## config.mk

```make
export PLATFORM = sky130hd
export DESIGN_NAME = uart_rx
export DESIGN_NICKNAME = d
export VERILOG_FILES = /design/src/rtl/uart_pkg.sv /design/src/rtl/uart_rx_sync.sv /design/src/rtl/uart_rx.sv
export SDC_FILE = /design/constraint.sdc
export NUM_CORES = 1
export LEC_CHECK = 0
export ABC_AREA = 1
export CAP_MARGIN = 20
export CORE_UTILIZATION = 52
export CTS_CLUSTER_SIZE = 40
export DETAILED_ROUTE_END_ITERATION = 10
export PLACE_DENSITY = 0.72
export SLEW_MARGIN = 10
export SYNTH_ARGS = -nofsm -noshare
export SYNTH_HDL_FRONTEND = slang
export SYNTH_HIERARCHICAL = 1
export SYNTH_SLANG_ARGS = --single-unit
```

## constraint.sdc

```tcl
create_clock -name clk -period 1.6 [get_ports clk]
set_input_delay 0.16 -clock clk [delete_from_list [all_inputs] [get_ports clk]]
set_output_delay 0.16 -clock clk [all_outputs]
set_load 0.005 [all_outputs]
```

## src/rtl/uart_pkg.sv

```systemverilog
// Shared types and constants for the UART receiver.
// Holds the receiver state enum, the bit-timing helper and the frame constants.
package uart_pkg;

  localparam int   UART_DATA_BITS  = 8;
  localparam logic UART_IDLE_LEVEL = 1'b1;

  typedef enum logic [2:0] {
    ST_IDLE   = 3'd0,
    ST_START  = 3'd1,
    ST_DATA   = 3'd2,
    ST_PARITY = 3'd3,
    ST_STOP   = 3'd4
  } uart_state_e;

  // Whole system clocks per line bit (floor division).
  function automatic int clks_per_bit(input int clk_hz, input int baud);
    return clk_hz / baud;
  endfunction

endpackage

```

## src/rtl/uart_rx_sync.sv

```systemverilog
// Two-flop synchroniser for an asynchronous single-bit input.
// RESET_VAL is the level both flops take on reset, so the output is quiet
// while the line is unknown.
module uart_rx_sync #(
  parameter logic RESET_VAL = 1'b1
) (
  input  logic clk_i,
  input  logic reset_i,
  input  logic d_i,
  output logic q_o
);

  logic meta_q;
  logic sync_q;

  // Shift the raw input through two flops to settle metastability.
  always_ff @(posedge clk_i) begin
    if (reset_i) begin
      meta_q <= RESET_VAL;
      sync_q <= RESET_VAL;
    end else begin
      meta_q <= d_i;
      sync_q <= meta_q;
    end
  end

  assign q_o = sync_q;

endmodule

```

## src/rtl/uart_rx.sv

```systemverilog
// 8N1 UART receiver with a one-byte valid/ready holding register.
// Optional even parity is compiled in with the macro UART_RX_PARITY_EN;
// without it the frame is pure 8N1 and parity_err is constant 0.
// dbg_state exposes the receiver FSM state for observation.
module uart_rx
  import uart_pkg::*;
#(
  parameter int CLK_FREQ_HZ = 25000000,
  parameter int BAUD_RATE   = 115200
) (
  input  logic       clk,
  input  logic       reset,
  input  logic       rxd,
  output logic [7:0] data,
  output logic       valid,
  input  logic       ready,
  output logic       frame_err,
  output logic       parity_err,
  output logic       overrun,
  output logic [2:0] dbg_state
);

  localparam int CLKS_PER_BIT = clks_per_bit(CLK_FREQ_HZ, BAUD_RATE);
  localparam int HALF_BIT     = CLKS_PER_BIT / 2;
  localparam int CNT_W        = (CLKS_PER_BIT > 1) ? $clog2(CLKS_PER_BIT) : 1;

  localparam logic [CNT_W-1:0] HALF_LAST = CNT_W'(HALF_BIT - 1);
  localparam logic [CNT_W-1:0] BIT_LAST  = CNT_W'(CLKS_PER_BIT - 1);
  localparam logic [2:0]       LAST_IDX  = 3'(UART_DATA_BITS - 1);

  logic rxd_s;

  uart_state_e               state_q, state_d;
  logic [CNT_W-1:0]          cnt_q, cnt_d;
  logic [2:0]                bit_idx_q, bit_idx_d;
  logic [UART_DATA_BITS-1:0] shreg_q, shreg_d;
  logic                      stop_sample;
  logic                      par_err;

  logic [7:0] data_q, data_d;
  logic       valid_q, valid_d;
  logic       frame_err_q, frame_err_d;
  logic       overrun_q, overrun_d;

  uart_rx_sync #(
    .RESET_VAL (UART_IDLE_LEVEL)
  ) u_sync (
    .clk_i   (clk),
    .reset_i (reset),
    .d_i     (rxd),
    .q_o     (rxd_s)
  );

`ifdef UART_RX_PARITY_EN
  logic par_bit_q, par_bit_d;
  logic parity_err_q, parity_err_d;

  // Even parity: data bits plus parity bit must XOR to zero.
  assign par_err = ^{shreg_q, par_bit_q};
`else
  assign par_err = 1'b0;
`endif

  // Next-state logic: start validation, bit-centre sampling and stop check.
  always_comb begin
    state_d     = state_q;
    bit_idx_d   = bit_idx_q;
    shreg_d     = shreg_q;
    stop_sample = 1'b0;
`ifdef UART_RX_PARITY_EN
    par_bit_d   = par_bit_q;
`endif
    case (state_q)
      ST_IDLE: begin
        if (!rxd_s) state_d = ST_START;
      end
      ST_START: begin
        // Mid-bit recheck rejects short low glitches.
        if (cnt_q == HALF_LAST) begin
          state_d   = rxd_s ? ST_IDLE : ST_DATA;
          bit_idx_d = 3'd0;
        end
      end
      ST_DATA: begin
        if (cnt_q == BIT_LAST) begin
          // LSB arrives first, so new bits enter at the MSB end.
          shreg_d   = {rxd_s, shreg_q[UART_DATA_BITS-1:1]};
          bit_idx_d = bit_idx_q + 3'd1;
          if (bit_idx_q == LAST_IDX) begin
`ifdef UART_RX_PARITY_EN
            state_d = ST_PARITY;
`else
            state_d = ST_STOP;
`endif
          end
        end
      end
`ifdef UART_RX_PARITY_EN
      ST_PARITY: begin
        if (cnt_q == BIT_LAST) begin
          par_bit_d = rxd_s;
          state_d   = ST_STOP;
        end
      end
`endif
      ST_STOP: begin
        // Leaving at the stop-bit centre re-arms start detection half a bit early.
        if (cnt_q == BIT_LAST) begin
          stop_sample = 1'b1;
          state_d     = ST_IDLE;
        end
      end
      default: state_d = ST_IDLE;
    endcase
    // The bit-timing counter restarts on every state entry and rests in IDLE.
    if (state_d != state_q || state_q == ST_IDLE) cnt_d = '0;
    else                                          cnt_d = cnt_q + CNT_W'(1);
  end

  // Holding register.
  // valid/ready: a byte transfers on any cycle where valid && ready are both
  // high at the rising edge; valid only falls through such a transfer, and
  // data is stable while valid is high unless a new byte overruns it.
  always_comb begin
    data_d      = data_q;
    valid_d     = valid_q;
    overrun_d   = overrun_q;
    frame_err_d = stop_sample && !rxd_s;
`ifdef UART_RX_PARITY_EN
    parity_err_d = stop_sample && rxd_s && par_err;
`endif
    if (stop_sample && rxd_s && !par_err) begin
      data_d  = shreg_q;
      valid_d = 1'b1;
      if (valid_q && !ready) overrun_d = 1'b1;
    end else if (valid_q && ready) begin
      valid_d = 1'b0;
    end
  end

  // State and datapath registers with synchronous reset.
  always_ff @(posedge clk) begin
    if (reset) begin
      state_q     <= ST_IDLE;
      cnt_q       <= '0;
      bit_idx_q   <= 3'd0;
      shreg_q     <= '0;
      data_q      <= 8'h00;
      valid_q     <= 1'b0;
      frame_err_q <= 1'b0;
      overrun_q   <= 1'b0;
`ifdef UART_RX_PARITY_EN
      par_bit_q    <= 1'b0;
      parity_err_q <= 1'b0;
`endif
    end else begin
      state_q     <= state_d;
      cnt_q       <= cnt_d;
      bit_idx_q   <= bit_idx_d;
      shreg_q     <= shreg_d;
      data_q      <= data_d;
      valid_q     <= valid_d;
      frame_err_q <= frame_err_d;
      overrun_q   <= overrun_d;
`ifdef UART_RX_PARITY_EN
      par_bit_q    <= par_bit_d;
      parity_err_q <= parity_err_d;
`endif
    end
  end

  assign data      = data_q;
  assign valid     = valid_q;
  assign frame_err = frame_err_q;
  assign overrun   = overrun_q;
  assign dbg_state = state_q;
`ifdef UART_RX_PARITY_EN
  assign parity_err = parity_err_q;
`else
  assign parity_err = 1'b0;
`endif

endmodule

```

* Word-level counts from Yosys, hierarchy flattened
Index checks and enable logic that the tools add are counted.
Cells by class: equality and inequality tests 9, muxes and demuxes 14, reduce and logical (&&, ||, !) cells 14, add/subtract/negate cells 2
Operator list (number):
- 2-to-1 mux 3 bit | 7
- case mux 3 bit (4 select lines) | 1
- adder 8 x 1 -> 8 bit, second input constant | 1
- equality test 8 x 7 -> 1 bit, second input constant | 1
- equality test 8 bit, second input constant | 1
- equality test 3 bit, second input constant | 2
- case mux 3 bit (2 select lines) | 1
- logical AND 1 bit | 4
- 2-to-1 mux 1 bit | 4
- inequality test 2 bit, second input constant | 2
- AND reduction 2 bit | 2
- nonzero test 2 bit | 2
- adder 3 x 1 -> 3 bit, second input constant | 1
- equality test 3 x 1 -> 1 bit, second input constant | 1
- equality test 3 x 2 -> 1 bit, second input constant | 1
- zero test 3 bit | 1
- inequality test 3 bit | 1
- AND reduction 3 bit | 1
- zero test 1 bit | 2
- 2-to-1 mux 2 bit | 1
- OR reduction 2 bit | 1
- logical OR 1 bit | 1
Storage, ports and cells: logic and storage cells 49, output and inout port bits 15, input port bits 4, register bits 35

* Depth between registers and ports, before layout
depth after elaboration 7, depth in mapped cells 11, gate-level depth less buffers 11

* Cells and area by module
The synthesis kept the hierarchy.
Modules (own cells, without submodules):
- uart_rx | seq. area each 660.6 sq um, area each 1501.4 sq um, cells an instance 199, times used 1
- uart_rx_sync | seq. area each 40.0 sq um, area each 58.8 sq um, cells an instance 7, times used 1

* Worst setup path after synthesis
No wires, ideal clock.
kind register -> register, start point register cnt_q[0], end point register bit_idx_q[0], path buffers 0, setup time 114 ps, data required time 1486 ps, setup slack 267 ps, cell stages (with the launch flop) 8, period minus slack after synthesis 1333 ps, arrival time 1219 ps, path through dfxtp_1 ha_1 nor3b_1 nand3_1 nand2_2 nand2_1 nand2_1 nor2_2
Between the ends: cells in the longest elaborated chain, start to end 3, elaborated cells between the ends (all ways) 5, classes of those cells eq/ne (4); reduce/logical (1)
RTL lines:
- start: declaration | line uart_rx.sv:34 | logic [CNT_W-1:0] cnt_q, cnt_d;
- start signal: assignment | line uart_rx.sv:158 | cnt_q <= cnt_d;
- equality test 8 bit / equality test 8 x 7 -> 1 bit (equally long branches) | line uart_rx.sv:85, uart_rx.sv:79
- inequality test 2 bit (no source line)
- AND reduction 3 bit (no source line) (*)
- end signal: assignment | line uart_rx.sv:159 | bit_idx_q <= bit_idx_d;
- end: declaration | line uart_rx.sv:35 | logic [2:0] bit_idx_q, bit_idx_d;
Mark *: on every way between the ends. The rest lies on a longest branch, timed or not. A chain may end at the register's enable or synchronous reset.

* Worst setup path in the final report
start point register cnt_q[0], end point register shreg_q[6]
Between the ends: cells in the longest elaborated chain, start to end 2
RTL lines:
- equality test 8 bit | line uart_rx.sv:85 | if (cnt_q == BIT_LAST) begin
- AND reduction 2 bit (no source line)
- end signal: assignment | line uart_rx.sv:160 | shreg_q <= shreg_d;
- end: declaration | line uart_rx.sv:36 | logic [UART_DATA_BITS-1:0] shreg_q, shreg_d;
Every way passes these cells.

==> results.cfg <==
[floorplan]
core_um2 = 2805
ios = 19
start_util_pct = 55.62
die_h_um = 56.78
design.die.area_um2 = 3223
rows = 19
die_w_um = 56.78

[place]
finalWeightedCongestion = 0.8292
portBuffers = 17
place_ws_ns = 0.08641
dp_hpwl_um = 2147
numPlacedInstances = 252

[global_routing]
antenna_found_initial = 0
grt_pass1_wl_um = 5147
grt_overflow_total = 0
grt_pass1_vias = 1223
track_usage_pct = 21.31
grt_max_degree = 18

[synthesis]
syn-cell-area_um2 = 1560
ys_ff_latch = 35
syn-num-nets = 214
ys_seq_area_share_pct = 44.91
syn_inst = 206
post_synth.cell_area_avg_um2 = 7.574
synth.distinct_cells = 27
ys.warnings.count = 6

[setup_path]
crit_top_cell = nor2_4
cp_max_fo = 9
worstSetupPathType = reg2reg
worstSetupEndpointType = flop
cp.required_ns = 1.85
crit_chain = inv_1, ha_1, nand2_1, nor2_4, nand2_2, nor2_4, inv_4, o21ai_0, a21oi_1
cpPeakStageDelay_ns = 0.35
start_kind = flop
arrival_ns = 1.74
crit_slowest_cell = dfxtp_2

[clock_tree]
ctsRootBufferMaster = clkbuf_4
ctsHtreeMaxLevel = 2
clkTransAtPathRegs_ns = 0.11
cts_hold_buf = 0
clk_path_buf_depth = 2
cts_tree = built
cts_sinks = 35
clock_latency_ns = 0.35
cts_inserted_buffers = 5

[worst_hold_path]
worstHoldPathType = in2reg

[route]
drc = 3
drt-pass1-iter-count = 7
vias_per_cell = 5.176
wl_per_cell_um = 11.55
ant_nets = 0
wl_um = 3027
initialDrtViolationCount = 47
via_count = 1356

[timing]
fmax_mhz = 671.9
fin_skew_ns = 0.009100
hold_violations = 0
finalCritPeriodShare_pct = 93.03
setup_ws_ns = 0.1116
setup_viol = 0
layout_min_cycle_time_ns = 1.488
grt_setup_unrepaired = yes
slew_violations = 0

[flow_run]
drv_cap = 0

[outcome]
status = complete, but fails checks
violations = design-rule violations

[pwr]
leakage_nw = 0.7426
peakVddDrop_uv = 618.9
power.density_nw_per_um2 = 758.9

[finish]
antenna-diode-count = 0
num-fill-cells = 270
areaGrowthSynthToFinish_pct = 18.85
nets = 238
drive_above_1_share_pct = 12.99
final_cells = 262
## sequential cells by signal, summed over array words and instances, names as in the netlist
name and count:
cnt_q 8, frame_err 1, u_sync/meta_q 1, dbg_state 3
valid 1, u_sync/q_o 1, overrun 1, shreg_q 8
bit_idx_q 3, data 8
## power by group
part | internal [mW] | switching, mW | total [mW]
logic | 0.0174 | 0.0279 | 0.0453
registers | 0.876 | 0.00372 | 0.879
clock network | 0.168 | 0.315 | 0.483
## worst max-delay path, delay by kind of cell (launching register included)
family	cells	cell delay, ns
AO/OA/AOI/OAI	2	0.23
adder cells (fa/ha/maj)	1	0.17
buffers and inverters	2	0.17
flip-flops	1	0.35
AND/OR/NAND/NOR	4	0.48
## metrics by stage
| step | instance area [um^2] | TNS (ns) | hold slack (ns) | power (mW) | utilization [%] |
|---|---|---|---|---|---|
| after floorplan | 1560 | 0 | 0.2448 | 0.9275 | - |
| after global placement | 1764 | 0 | 0.3932 | 0.9425 | 62.89 |
| after detailed placement | 1764 | 0 | 0.3990 | 0.9439 | 62.89 |
| after CTS | 1822 | 0 | 0.3115 | 1.428 | 64.94 |
| after global routing | 1854 | -0.004635 | 0.3309 | 1.472 | 66.10 |
| final | 1854 | 0 | 0.3276 | 1.407 | 66.10 |
## path summary, 6_finish.rpt
path                                               start                        to  slack [ns]  depth (start not counted)
worst min register to register  u_sync/meta_q$_SDFF_PP1_     u_sync/q_o$_SDFF_PP1_        0.42                          2
worst max register to register       cnt_q[0]$_SDFF_PP0_   shreg_q[6]$_SDFFE_PP0P_        0.11                          9
worst min-delay path                                 rxd  u_sync/meta_q$_SDFF_PP1_        0.33                          3
worst max-delay path                 cnt_q[0]$_SDFF_PP0_   shreg_q[6]$_SDFFE_PP0P_        0.11                          9
## what timing repair did
action | in CTS | in global routing
gates resized for setup | 0 | 5
endpoints found under the setup margin | 0 | 12
buffers inserted | 0 | 2
## synth_stat cells, drive strengths merged
cell    number  area, um^2
a21oi       11       55.05
nand4        3       18.77
ha           4       50.05
or2          1       6.260
nand2       37       156.4
o21ai       16       80.08
xnor2        2       17.52
dfxtp       35       700.7
nand3        7       40.04
xor2         3       26.28
nand3b       2       15.01
nor3        21       110.1
nor2        30       145.1
conb         1       3.750
nor3b        1       7.510
buf          4       20.02
inv         28       107.6
## cell families (layout without fill, tap and decap cells)
family / after synthesis / count (layout) / share of synthesized area, %
simple gates: 102 / 102 / 32.00
flops: 35 / 35 / 44.91
buf+inv: 32 / 57 / 8.179
compound gates: 27 / 27 / 8.661
xor+xnor: 5 / 5 / 2.807
fa+ha+maj: 4 / 4 / 3.208
other cells: 1 / 1 / 0.2403
## placed cells by master, fill, tap and decap left out
cell,synthesis,layout
dfxtp_1,35,34
nand2_1,30,30
inv_1,26,26
nor2_1,25,25
nor3_1,20,20
clkdlybuf4s50_1,0,17
a21oi_1,11,11
o21ai_0,12,11
nand3_1,6,6
nand2_2,7,6
o21ai_1,4,5
clkbuf_4,0,5
nor2_4,4,4
ha_1,4,4
buf_4,1,4
nand4_1,3,3
xor2_1,3,3
nand3b_1,2,2
xnor2_1,2,2
clkinvlp_4,0,2
inv_2,1,1
nor3_2,1,1
nor3b_4,0,1
inv_4,1,1
nand2_4,0,1
nand3_2,1,1
or2_0,1,1
nor2_2,1,1
conb_1,1,1
clkinv_2,0,1
dfxtp_2,0,1
## cell type report
type / count / area, um^2 / area share (%)
multi-input combinational: 139 / 748.2 / 40.35
tap: 31 / 38.79 / 2.092
clock inverter: 3 / 20.02 / 1.080
timing repair buffer: 21 / 200.2 / 10.80
inverter: 28 / 107.6 / 5.803
clock buffer: 5 / 37.54 / 2.024
sequential: 35 / 701.9 / 37.85
## metal layers
layer  vias up  part of all wire (%)  track usage [%]
met1       614                    48            25.90
met2        33                    45            33.84
met3         6                   4.8            6.912
met4         0                   2.0            10.45
met5         -                     0                0
li1        703                     -                -
(Power assumes the default switching activity.)
